**config.mk**
```make
export PLATFORM = sky130hd
export DESIGN_NAME = fetch_sequencer
export DESIGN_NICKNAME = d
export VERILOG_FILES = /design/src/rtl/fetch_sequencer.sv
export SDC_FILE = /design/constraint.sdc
export NUM_CORES = 1
export LEC_CHECK = 0
export ABC_CLOCK_PERIOD_IN_PS = 3100
export BUFFER_PORTS_ARGS = -buffer_cell sky130_fd_sc_hd__buf_2
export CAP_MARGIN = 20
export CORE_ASPECT_RATIO = 1.75
export CORE_MARGIN = 4
export CORE_UTILIZATION = 45
export CTS_BUF_LIST = sky130_fd_sc_hd__clkbuf_2 sky130_fd_sc_hd__clkbuf_4 sky130_fd_sc_hd__clkbuf_8
export CTS_CLUSTER_DIAMETER = 120
export DETAILED_ROUTE_END_ITERATION = 16
export PLACE_DENSITY = 0.68
export SLEW_MARGIN = 20
export SYNTH_ARGS = -nofsm -noshare
export SYNTH_HDL_FRONTEND = slang
export SYNTH_SLANG_ARGS = --single-unit
```
**constraint.sdc**
```tcl
create_clock -name clock -period 3.1 [get_ports clock]
set_input_delay 0.31 -clock clock [delete_from_list [all_inputs] [get_ports clock]]
set_output_delay 0.31 -clock clock [all_outputs]
set_load 0.05 [all_outputs]
```
**src/rtl/fetch_sequencer.sv**
```systemverilog
`default_nettype none
// ============================================================================
// Module   : fetch_sequencer
// Function : Fetch-stage control FSM. Sequences instruction-memory requests,
//            drives the PC-source select and PC load enable, holds the PC
//            while downstream stalls, counts taken redirects (saturating)
//            and flags an instruction-memory timeout (sticky until reset).
// Revision : 1.0 - initial release
// ============================================================================
module fetch_sequencer #(
  parameter int MEM_TIMEOUT = 15,  // max REQ cycles without ack before ERR (>=1)
  parameter int CNT_W       = 16   // redirect counter width (>=2)
) (
  input  logic             clock,
  input  logic             reset,
  input  logic             imem_ack,
  input  logic             stall,
  input  logic             is_jal,
  input  logic             is_jalr,
  input  logic             is_bne,
  input  logic             zero,
  output logic             imem_req,
  output logic             instr_valid,
  output logic             pc_we,
  output logic [1:0]       pc_sel,
  output logic [CNT_W-1:0] redirect_count,
  output logic             timeout_err
);

  // Wait counter only needs to reach MEM_TIMEOUT-1.
  localparam int WAIT_W = (MEM_TIMEOUT > 1) ? $clog2(MEM_TIMEOUT) : 1;
  localparam logic [WAIT_W-1:0] WAIT_LAST = WAIT_W'(MEM_TIMEOUT - 1);

  // PC-source select encodings (contMux4).
  localparam logic [1:0] SEL_PC4  = 2'b00;
  localparam logic [1:0] SEL_JAL  = 2'b01;
  localparam logic [1:0] SEL_BNE  = 2'b10;
  localparam logic [1:0] SEL_JALR = 2'b11;

  typedef enum logic [2:0] {
    S_IDLE = 3'd0,
    S_REQ  = 3'd1,
    S_EXEC = 3'd2,
    S_HOLD = 3'd3,
    S_ERR  = 3'd4
  } state_t;

  state_t            state;
  logic [WAIT_W-1:0] wait_cnt;
  logic [1:0]        redirect_sel;
  logic              redirect;

  // Redirect target by priority: JALR over JAL over taken BNE.
  always_comb begin
    redirect_sel = SEL_PC4;
    if (is_jalr)
      redirect_sel = SEL_JALR;
    else if (is_jal)
      redirect_sel = SEL_JAL;
    else if (is_bne && !zero)
      redirect_sel = SEL_BNE;
  end

  // PC loads when an instruction in EXEC/HOLD is accepted; select only meaningful then.
  always_comb begin
    pc_we    = ((state == S_EXEC) || (state == S_HOLD)) && !stall;
    pc_sel   = pc_we ? redirect_sel : SEL_PC4;
    redirect = pc_we && (pc_sel != SEL_PC4);
  end

  // Main FSM; state-decoded outputs are registered together with the next state.
  always_ff @(posedge clock) begin
    if (reset) begin
      state       <= S_IDLE;
      wait_cnt    <= '0;
      imem_req    <= 1'b0;
      instr_valid <= 1'b0;
      timeout_err <= 1'b0;
    end else begin
      case (state)
        S_IDLE: begin
          state       <= S_REQ;
          wait_cnt    <= '0;
          imem_req    <= 1'b1;
          instr_valid <= 1'b0;
        end
        S_REQ: begin
          if (imem_ack) begin
            state       <= S_EXEC;
            imem_req    <= 1'b0;
            instr_valid <= 1'b1;
          end else if (wait_cnt == WAIT_LAST) begin
            state       <= S_ERR;
            imem_req    <= 1'b0;
            instr_valid <= 1'b0;
            timeout_err <= 1'b1;
          end else begin
            wait_cnt <= wait_cnt + 1'b1;
          end
        end
        S_EXEC, S_HOLD: begin
          if (stall) begin
            state       <= S_HOLD;
            instr_valid <= 1'b1;
          end else begin
            state       <= S_REQ;
            wait_cnt    <= '0;
            imem_req    <= 1'b1;
            instr_valid <= 1'b0;
          end
        end
        S_ERR: begin
          // Terminal until reset.
          state       <= S_ERR;
          imem_req    <= 1'b0;
          instr_valid <= 1'b0;
          timeout_err <= 1'b1;
        end
        default: begin
          state       <= S_IDLE;
          wait_cnt    <= '0;
          imem_req    <= 1'b0;
          instr_valid <= 1'b0;
          timeout_err <= 1'b0;
        end
      endcase
    end
  end

  // Saturating count of taken redirects.
  always_ff @(posedge clock) begin
    if (reset)
      redirect_count <= '0;
    else if (redirect && (redirect_count != {CNT_W{1'b1}}))
      redirect_count <= redirect_count + 1'b1;
  end

endmodule
`default_nettype wire

```
# After elaboration in Yosys (flattened, before gate mapping)
# Cells that the tools add are included.
word_totals:
  reg_bits: 26
  in_bits: 8
  wordCells: 57
  output_inout_bits: 22
op_classes:
  bitwise: 2
  addsub: 2
  mux: 22
  n_eq_ne: 11
  n_reduce_logical: 14
ops:
  columns: ["cell", "count"]
  rows:
  - ["adder 16 x 1 -> 16 bit, second input constant", 1]
  - ["!= test 16 bit, second input constant", 1]
  - ["two-way mux 4 bit", 3]
  - ["case mux 3 bit (4 select lines)", 1]
  - ["case mux 4 bit (3 select lines)", 1]
  - ["two-way mux 2 bit", 5]
  - ["!= test 2 bit, second input constant", 4]
  - ["two-way mux 1 bit", 7]
  - ["equality test 3 x 2 -> 1 bit, second input constant", 2]
  - ["two-way mux 3 bit", 2]
  - ["case mux 1 bit (3 select lines)", 2]
  - ["adder 4 x 1 -> 4 bit, second input constant", 1]
  - ["equality test 4 bit, second input constant", 1]
  - ["logical AND 1 bit", 4]
  - ["AND reduction 4 bit", 1]
  - ["equality test 3 x 1 -> 1 bit, second input constant", 1]
  - ["equality test 3 bit, second input constant", 1]
  - ["logical NOT 3 bit", 1]
  - ["!= test 3 bit, second input constant", 1]
  - ["AND reduction 3 bit", 1]
  - ["OR reduction 3 bit", 1]
  - ["logical NOT 1 bit", 2]
  - ["inverter 1 bit", 2]
  - ["case mux 1 bit (2 select lines)", 1]
  - ["other kinds (4)", 4]

# Logic depth before layout (Yosys ltp)
# Gate-level depths: netlist (run 1).
logic_depth:
  word_depth: 9
  mapped_depth: 6
  ltp_nobuf: 6

# Least setup slack after synthesis (run 1)
# No wires, ideal clock.
synth_path:
  kind: "register to register"
  startpoint: "register state[1]"
  endpoint: "register redirect_count[5]"
  slack_ps: 1006
  n_path_buf: 0
  setup_ps: 121
  t_arrival_ps: 1973
  period_less_slack_ps: 2094
  required_ps: 2979
  stages_incl_launch_ff: 5
  cell_sequence: "dfxtp_1 -> nor3b_4 -> o211ai_2 -> a211oi_1 -> mux2_2"
synth_between:
  elab_chain_cells: 7
  elab_cells_between_ends: 8
  cone_classes: "eq/ne: 2; mux: 1; reduce/logical: 5"
synth_lines:
  columns: ["item", "line_no", "rtl"]
  rows:
  - ["start, declared", "48", "state_t state;"]
  - ["start signal, assigned", "74", "state <= S_IDLE;"]
  - ["start signal, assigned", "82", "state <= S_REQ;"]
  - ["start signal, assigned", "89", "state <= S_EXEC;"]
  - ["equality test 3 x 2 -> 1 bit", "66", "pc_we = ((state == S_EXEC) || (state == S_HOLD)) && !stall;"]
  - ["logical OR 1 bit *", "66", null]
  - ["logical AND 1 bit *", "66", null]
  - ["named net pc_we", "24", "output logic pc_we,"]
  - ["two-way mux 2 bit", "67", "pc_sel = pc_we ? redirect_sel : SEL_PC4;"]
  - ["nonzero test 2 bit", "68", "redirect = pc_we && (pc_sel != SEL_PC4);"]
  - ["logical AND 1 bit *", "68", null]
  - ["logical AND 1 bit *", "134", "else if (redirect && (redirect_count != {CNT_W{1'b1}}))"]
  - ["end signal, assigned", "135", "redirect_count <= redirect_count + 1'b1;"]
  - ["end, declared", "26", "output logic [CNT_W-1:0] redirect_count,"]
# The timed path passes the listed nets; every way through them passes the cells marked *.
# A chain may end at the register's enable or synchronous reset.

# Worst setup path in the final report (run 1)
layout_path:
  startpoint: "register state[1]"
  endpoint: "register redirect_count[7]"
layout_between:
  elab_chain_cells: 7
  elab_cells_between_ends: 8
  cone_classes: "eq/ne: 2; mux: 1; reduce/logical: 5"
layout_lines:
  columns: ["item", "line_no"]
  rows:
  - ["equality test 3 x 2 -> 1 bit", "66"]
  - ["logical OR 1 bit *", "66"]
  - ["logical AND 1 bit *", "66"]
  - ["two-way mux 2 bit", "67"]
  - ["nonzero test 2 bit", "68"]
  - ["logical AND 1 bit *", "68"]
  - ["logical AND 1 bit *", "134"]
# Mark *: on every way between the ends. The rest lies on a longest branch, timed or not.

==> impl_metrics.prom, run 1 <==
# TYPE chip_impl_metric gauge
chip_impl_metric{name="leakage",unit="nW"} 0.662
chip_impl_metric{name="critical-path-max-stage-delay",unit="ps"} 460
chip_impl_metric{name="p_total",unit="mW"} 0.627
chip_impl_metric{name="synth-seq-cells",unit=""} 26
chip_impl_metric{name="first_global_vias",unit=""} 1335
chip_impl_info{name="worst_setup_end_kind",value="register"} 1
chip_impl_info{name="timing.rr.end",value="redirect_count[7]"} 1
chip_impl_metric{name="synth-warning-count",unit=""} 0
chip_impl_metric{name="remaining_design_rule_violation_count",unit=""} 0
chip_impl_metric{name="drt_iter0_markers",unit=""} 17
chip_impl_metric{name="buffer_ports.inserted",unit=""} 29
chip_impl_metric{name="clock_tree.buffer_depth",unit=""} 2
chip_impl_info{name="synthDominantAreaCellType",value="dfxtp_1"} 1
chip_impl_info{name="clock_tree_from_tritoncts",value="done"} 1
chip_impl_metric{name="avg_cell_area_syn",unit="um2"} 8.80
chip_impl_metric{name="synth_cell_type_count",unit=""} 42
chip_impl_metric{name="synthCells",unit=""} 164
chip_impl_metric{name="drive_gt1_share",unit="%"} 24.0
chip_impl_info{name="critical_path.cell_chain",value="nor3b_4, o211ai_2, a211oi_1, mux2_2"} 1
chip_impl_metric{name="later_pin_clock_latency_in_the_skew_report",unit="ps"} 270
chip_impl_metric{name="dieArea",unit="um2"} 4210
chip_impl_info{name="rsz0062_at_grt",value="false"} 1
chip_impl_metric{name="drtAntennaViolNets",unit=""} 0
chip_impl_metric{name="inserted_clock_buffers",unit=""} 3
chip_impl_metric{name="io_pins",unit=""} 30
chip_impl_metric{name="initial_utilization",unit="%"} 46.5
chip_impl_metric{name="clock_period_minus_final_worst_setup_slack",unit="ps"} 1970
chip_impl_info{name="worst-setup-path-type",value="register to register"} 1
chip_impl_metric{name="initial_antenna_violation_count",unit=""} 0
chip_impl_metric{name="finish.instance_area",unit="um2"} 1670
chip_impl_metric{name="viasPerCell",unit=""} 5.74
chip_impl_info{name="hold_path_end",value="state[1]"} 1
chip_impl_metric{name="design.core.area",unit="um2"} 3110
chip_impl_info{name="worst_hold_path_type",value="input pin to register"} 1
chip_impl_metric{name="headroom_to_the_max_slew_limit",unit="%"} 48.5
chip_impl_metric{name="worstPathRequired",unit="ps"} 3270
chip_impl_metric{name="h-tree-depth",unit=""} 1
chip_impl_metric{name="timing.fmax",unit="MHz"} 507
chip_impl_metric{name="post_cts_setup_bufs",unit=""} 0
chip_impl_info{name="worstReg2RegStart",value="state[1]"} 1
chip_impl_metric{name="register_to_register_setup_slack",unit="ps"} 1130
chip_impl_metric{name="finalWirelength",unit="um"} 3280
chip_impl_metric{name="max-cap-violations",unit=""} 0
chip_impl_metric{name="nFillCells",unit=""} 329
chip_impl_metric{name="synthArstFlopShare",unit="%"} 0
chip_impl_metric{name="flip_flop_and_latch_area",unit="um2"} 520
chip_impl_info{name="hold_start",value="imem_ack"} 1
chip_impl_metric{name="final-max-slew-violation-count",unit=""} 0
chip_impl_metric{name="wirelength_per_cell",unit="um"} 13.9
chip_impl_metric{name="gr-total-overflow",unit=""} 0
chip_impl_metric{name="place.detailed.hpwl",unit="um"} 2500
chip_impl_metric{name="power.density",unit="nW/um2"} 375
chip_impl_metric{name="hold_buffers",unit=""} 0
chip_impl_metric{name="timing.final.crit_share",unit="%"} 63.6
chip_impl_metric{name="worstMarginPinSlew",unit="ps"} 765
chip_impl_metric{name="cts.reportedPaths.clkPinSlew",unit="ps"} 90
chip_impl_metric{name="clock-sinks",unit=""} 26
chip_impl_metric{name="crit_arrival",unit="ps"} 2140
chip_impl_metric{name="holdWs",unit="ps"} 360
chip_impl_info{name="worst_path_dominant_cell_family",value="compound AO/OA/AOI/OAI gates"} 1
chip_impl_metric{name="gp_congestion",unit=""} 0.747
chip_impl_metric{name="die_h",unit="um"} 82.9
chip_impl_metric{name="ff2ff_path_depth",unit=""} 4
chip_impl_info{name="synth.most_common_cell",value="dfxtp_1"} 1
chip_impl_metric{name="synth_enable_flop_cells",unit=""} 0
chip_impl_metric{name="placement.cell_area",unit="um2"} 1620
chip_impl_metric{name="final.setup.worst_slack",unit="ps"} 1130
chip_impl_metric{name="worst_setup_slack_before_clock_tree_synthesis",unit="ps"} 1140
chip_impl_metric{name="num_rows",unit=""} 27
chip_impl_info{name="synth.area.top_cells",value="dfxtp_1 (36%), mux2_2 (3.9%), nor2_1 (3.6%), nor2b_1 (3.5%), a21oi_1 (3.1%)"} 1
chip_impl_metric{name="area_share_of_the_leading_cell_type_in_the_synthesized_netlist",unit="%"} 36.0
chip_impl_metric{name="routed_vias",unit=""} 1348
chip_impl_info{name="clock_tree.root_cell",value="clkbuf_8"} 1
chip_impl_metric{name="grt.total_usage",unit="%"} 17.1
chip_impl_info{name="postSynth.topFlopCell",value="dfxtp_1"} 1
chip_impl_metric{name="grt_max_degree",unit=""} 27
chip_impl_info{name="critPathLaunchType",value="register"} 1
chip_impl_metric{name="grt_first_pass_wirelength",unit="um"} 5780
chip_impl_metric{name="nNetsFinal",unit=""} 204
chip_impl_metric{name="buffer_and_inverter_count_on_the_worst_path",unit=""} 0
chip_impl_metric{name="detail_route.first_pass.iterations",unit=""} 4
chip_impl_metric{name="seq_area_frac_synth",unit="%"} 36.0
chip_impl_metric{name="setup-tns-final",unit="ps"} 0
chip_impl_info{name="synthTopCellsByCount",value="dfxtp_1 (26), nor2_1 (14), nand2_1 (10), a21oi_1 (9)"} 1
chip_impl_metric{name="multi_input_area",unit="um2"} 870
chip_impl_metric{name="synthesis.nets",unit=""} 175
chip_impl_metric{name="num_antenna_cells",unit=""} 0
chip_impl_info{name="status",value="completed"} 1
chip_impl_metric{name="timing_hold_violations_final",unit=""} 0
chip_impl_info{name="crit_path_top_delay_cell",value="dfxtp_1"} 1
chip_impl_metric{name="synthesis.area",unit="um2"} 1440
chip_impl_metric{name="area.growth.synth_to_final",unit="%"} 15.7
chip_impl_metric{name="worst_ir_drop_vdd",unit="V"} 0.000339
chip_impl_metric{name="timing.clock.skew",unit="ps"} 3.00
chip_impl_metric{name="floorplan.die.width",unit="um"} 50.8
chip_impl_metric{name="cts_resized",unit=""} 0
chip_impl_metric{name="critical_path_peak_fanout",unit=""} 10
chip_impl_metric{name="timing.hold.worst_path_depth",unit=""} 3
chip_impl_metric{name="report.final.setup_viol",unit=""} 0
## layout by cell type (no fill, tap or decap), drive strengths merged
cell	count
o21a	2
o311ai	3
a21oi	9
o21bai	1
or2	1
xnor2	2
nor4b	1
o21ai	5
or3	2
nand2b	2
nand3	8
nand2	10
nor4	2
nor2b	8
o211a	2
dfxtp	26
and2	1
mux2i	4
o211ai	2
inv	7
nor3b	1
or3b	2
o31ai	3
nor2	14
a211oi	6
mux2	5
a31oi	1
nand4	3
clkbuf	4
o2111ai	1
and4	2
ha	3
o41ai	4
and3	2
nand3b	3
nor3	5
buf	29
or4	6
## state kept, by name (all words and copies together) (netlist names)
signal	count
redirect_count	16
state	3
imem_req	1
instr_valid	1
timeout_err	1
wait_cnt	4
## tightest hold or removal path: stages
cell      delay [ps]
buf_2            130
nand3b_1          80
a211oi_1          60
## cell type report
class | instances | area share [%]
flip-flops and latches | 26 | 31.2
clock buffers | 4 | 3.30
multi-input cells | 126 | 52.1
inverters | 7 | 1.57
repair buffers | 29 | 8.69
well taps | 43 | 3.22
## layer usage
| metal | global-route usage, % | wire length, um |
|---|---|---|
| met5 | 0 | 0 |
| met4 | 7.35 | 74 |
| met3 | 2.87 | 81 |
| met2 | 33.7 | 1900 |
| met1 | 16.3 | 1230 |
## power by group
part / switching [mW] / total, mW / internal, mW
clock network: 0.106 / 0.220 / 0.114
registers: 0.00667 / 0.346 / 0.339
logic: 0.0402 / 0.0609 / 0.0207
total: 0.153 / 0.627 / 0.474
## kinds of logic (layout without fill, tap and decap cells)
group           after synthesis  count (layout)  synth area share, %
simple gates                 73              73                 29.6
compound gates               39              39                 20.1
flops                        26              26                 36.0
buf+inv                      12              40                 3.73
mux                           9               9                 6.67
fa+ha+maj                     3               3                 2.60
xor+xnor                      2               2                 1.21
## through the flow
| step | utilization, % | std cells |
|---|---|---|
| final | 53.7 | 235 |
| after global routing | 53.7 | 235 |
| after CTS | 53.7 | 235 |
| after detailed placement | 52.0 | 231 |
| after global placement | 52.0 | 231 |
| after floorplan | - | 164 |
## how the worst max path moves through the flow
stage	startpoint	to	slack [ps]	depth (start not counted)
after floorplan	state[1]	redirect_count[5]	1010	4
after global placement	state[2]	redirect_count[7]	1190	4
after detailed placement	state[2]	redirect_count[7]	1140	4
after CTS	state[2]	redirect_count[7]	1120	4
after global routing	state[1]	redirect_count[7]	970	4
final	state[1]	redirect_count[7]	1130	4
(Power assumes the default switching activity.)
==> inputs of run 2 (changes only) <==
--- a/config.mk
+++ b/config.mk
@@ -5,7 +5,7 @@
 export SDC_FILE = /design/constraint.sdc
 export NUM_CORES = 1
 export LEC_CHECK = 0
-export ABC_CLOCK_PERIOD_IN_PS = 3100
+export ABC_CLOCK_PERIOD_IN_PS = 2000
 export BUFFER_PORTS_ARGS = -buffer_cell sky130_fd_sc_hd__buf_2
 export CAP_MARGIN = 20
 export CORE_ASPECT_RATIO = 1.75
==> constraint.sdc (replaced) <==
create_clock -name clock -period 2 [get_ports clock]
set_input_delay 0.2 -clock clock [delete_from_list [all_inputs] [get_ports clock]]
set_output_delay 0.2 -clock clock [all_outputs]
set_load 0.05 [all_outputs]
==> run 2 against run 1 <==
  * Cell area increased by 5.1%
  * First-iteration DRC count increased by 12%
  * Sequential share of layout area decreased by 1.1 points
  * Combinational power increased by 62%
  * Critical path depth unchanged
  * Clock skew about the same
  * Register-to-register slack got worse by 920 ps
  * Worst hold slack got worse by 120 ps
  * Total power increased by 71%
  * Global-route usage increased by 0.28 points
  * Critical endpoint is now redirect_count[13]
==> impl_metrics.prom, run 2 (same netlist as run 1, synthesis figures left out) <==
# TYPE chip_impl_metric gauge
chip_impl_metric{name="timing.final.crit_share",unit="%"} 89.7
chip_impl_metric{name="wirelength_per_cell",unit="um"} 14.3
chip_impl_info{name="hold_path_end",value="state[1]"} 1
chip_impl_info{name="critPathLaunchType",value="register"} 1
chip_impl_metric{name="design.core.area",unit="um2"} 3110
chip_impl_info{name="layout.cells.most_common_list",value="buf_2 (29), dfxtp_1 (20), nor2_1 (14), nand2_1 (10), a21oi_1 (9)"} 1
chip_impl_metric{name="leakage",unit="nW"} 0.706
chip_impl_metric{name="initial_utilization",unit="%"} 46.5
chip_impl_metric{name="io_pins",unit=""} 30
chip_impl_metric{name="clock-sinks",unit=""} 26
chip_impl_metric{name="buffer_ports.inserted",unit=""} 29
chip_impl_metric{name="largest_reg_flops",unit=""} 16
chip_impl_metric{name="initial_antenna_violation_count",unit=""} 0
chip_impl_metric{name="remaining_design_rule_violation_count",unit=""} 0
chip_impl_info{name="top_register",value="redirect_count"} 1
chip_impl_metric{name="final.setup.worst_slack",unit="ps"} 206
chip_impl_metric{name="crit_arrival",unit="ps"} 1990
chip_impl_info{name="worstReg2RegStart",value="redirect_count[7]"} 1
chip_impl_metric{name="drive_gt1_share",unit="%"} 29.6
chip_impl_info{name="clock_tree.root_cell",value="clkbuf_8"} 1
chip_impl_metric{name="floorplan.die.width",unit="um"} 50.8
chip_impl_metric{name="viasPerCell",unit=""} 5.71
chip_impl_metric{name="dieArea",unit="um2"} 4210
chip_impl_metric{name="clock_tree.buffer_depth",unit=""} 2
chip_impl_metric{name="report.final.setup_viol",unit=""} 0
chip_impl_metric{name="first_global_vias",unit=""} 1293
chip_impl_metric{name="timing.clock.skew",unit="ps"} 3.04
chip_impl_metric{name="drt_iter0_markers",unit=""} 19
chip_impl_metric{name="drtAntennaViolNets",unit=""} 0
chip_impl_metric{name="routed_vias",unit=""} 1382
chip_impl_info{name="mostFrequentLayoutCell",value="buf_2"} 1
chip_impl_metric{name="buffer_and_inverter_count_on_the_worst_path",unit=""} 0
chip_impl_metric{name="hold_buffers",unit=""} 0
chip_impl_metric{name="power.density",unit="nW/um2"} 612
chip_impl_info{name="status",value="completed"} 1
chip_impl_metric{name="ff2ff_path_depth",unit=""} 4
chip_impl_metric{name="timing_hold_violations_final",unit=""} 0
chip_impl_metric{name="clock_period_minus_final_worst_setup_slack",unit="ps"} 1790
chip_impl_info{name="largestRegisters",value="redirect_count (16), wait_cnt (4), state (3)"} 1
chip_impl_metric{name="nNetsFinal",unit=""} 211
chip_impl_info{name="timing.rr.end",value="redirect_count[13]"} 1
chip_impl_metric{name="critical_path_peak_fanout",unit=""} 6
chip_impl_metric{name="num_antenna_cells",unit=""} 0
chip_impl_metric{name="detail_route.first_pass.iterations",unit=""} 4
chip_impl_metric{name="cts_resized",unit=""} 0
chip_impl_info{name="worst_path_dominant_cell_family",value="simple AND/OR/NAND/NOR gates"} 1
chip_impl_metric{name="timing.hold.worst_path_depth",unit=""} 3
chip_impl_metric{name="later_pin_clock_latency_in_the_skew_report",unit="ps"} 270
chip_impl_metric{name="finalWirelength",unit="um"} 3460
chip_impl_metric{name="h-tree-depth",unit=""} 1
chip_impl_metric{name="worst_ir_drop_vdd",unit="V"} 0.000445
chip_impl_metric{name="cts.reportedPaths.clkPinSlew",unit="ps"} 90
chip_impl_info{name="worst-setup-path-type",value="register to register"} 1
chip_impl_metric{name="setup-tns-final",unit="ps"} 0
chip_impl_metric{name="critical-path-max-stage-delay",unit="ps"} 520
chip_impl_metric{name="worstMarginPinSlew",unit="ps"} 480
chip_impl_metric{name="headroom_to_the_max_slew_limit",unit="%"} 68.0
chip_impl_metric{name="inserted_clock_buffers",unit=""} 3
chip_impl_metric{name="area.growth.synth_to_final",unit="%"} 21.6
chip_impl_metric{name="grt.total_usage",unit="%"} 17.4
chip_impl_metric{name="place.detailed.hpwl",unit="um"} 2720
chip_impl_metric{name="grt_first_pass_wirelength",unit="um"} 5710
chip_impl_metric{name="gp_congestion",unit=""} 0.809
chip_impl_info{name="clock_tree_from_tritoncts",value="done"} 1
chip_impl_info{name="worst_hold_path_type",value="input pin to register"} 1
chip_impl_metric{name="grt_max_degree",unit=""} 27
chip_impl_metric{name="timing.fmax",unit="MHz"} 558
chip_impl_metric{name="post_cts_setup_bufs",unit=""} 0
chip_impl_metric{name="die_h",unit="um"} 82.9
chip_impl_info{name="crit_path_top_delay_cell",value="or4_1"} 1
chip_impl_metric{name="num_rows",unit=""} 27
chip_impl_metric{name="register_to_register_setup_slack",unit="ps"} 210
chip_impl_metric{name="worstPathRequired",unit="ps"} 2200
chip_impl_info{name="hold_start",value="imem_ack"} 1
chip_impl_metric{name="worst_setup_slack_before_clock_tree_synthesis",unit="ps"} 228
chip_impl_metric{name="max-cap-violations",unit=""} 0
chip_impl_info{name="rsz0062_at_grt",value="false"} 1
chip_impl_metric{name="final-max-slew-violation-count",unit=""} 0
chip_impl_info{name="worst_setup_end_kind",value="register"} 1
chip_impl_metric{name="gr-total-overflow",unit=""} 0
chip_impl_info{name="critical_path.cell_chain",value="nand4_2, or3_4, or4_1, a21oi_1"} 1
==> run 2: worst reg2reg max path: stages (launching register included) <==
cell     delay, ps
dfxtp_1        390
nand4_2        180
or3_4          450
or4_1          520
a21oi_1        180
==> run 2: report_power, final <==
| part | leakage (nW) | internal (mW) | total (mW) | switching (mW) |
|---|---|---|---|---|
| Sequential | 0.214 | 0.527 | 0.537 | 0.0104 |
| Clock | 0.0357 | 0.268 | 0.438 | 0.171 |
| Combinational | 0.457 | 0.0338 | 0.0984 | 0.0647 |
| Total | 0.706 | 0.828 | 1.07 | 0.246 |
==> run 2: per-stage QoR <==
step | instance area [um2] | instances | util (%) | power (mW) | hold slack [ps]
6_report | 1760 | 242 | 56.5 | 1.07 | 236
5_1_grt | 1760 | 242 | 56.5 | 1.12 | 228
4_1_cts | 1760 | 242 | 56.5 | 1.08 | 228
3_5_place_dp | 1680 | 238 | 54.2 | 0.648 | 473
3_3_place_gp | 1680 | 238 | 54.2 | 0.645 | 461
2_1_floorplan | 1460 | 164 | - | 0.618 | 365
==> run 2: routing by layer <==
metal / vias to the layer above / part of all wire (%) / GRT usage (%)
met5: - / 0 / 0
met4: 0 / 2.5 / 8.82
met3: 8 / 3.3 / 2.51
met2: 37 / 57 / 33.8
met1: 651 / 37 / 16.6
li1: 686 / - / -
==> run 2: worst max-delay path by stage <==
| stage | startpoint | to | slack (ps) | cells after the start |
|---|---|---|---|---|
| global placement | state[1] | redirect_count[7] | 300 | 4 |
| CTS | redirect_count[7] | redirect_count[13] | 200 | 4 |
| detailed placement | redirect_count[7] | redirect_count[13] | 230 | 4 |
| floorplan | redirect_count[7] | redirect_count[13] | 3 | 4 |
| finish | redirect_count[7] | redirect_count[13] | 210 | 4 |
| global route | redirect_count[5] | redirect_count[13] | 130 | 4 |
==> run 2: cell type report <==
type | instances | area (um2)
Tap cell | 43 | 53.8
Multi-Input combinational cell | 126 | 878
Timing Repair Buffer | 36 | 198
Sequential cell | 26 | 528
Inverter | 7 | 26.3
Clock inverter | 1 | 30.0
Fill cell | 322 | 1350
Clock buffer | 3 | 41.3
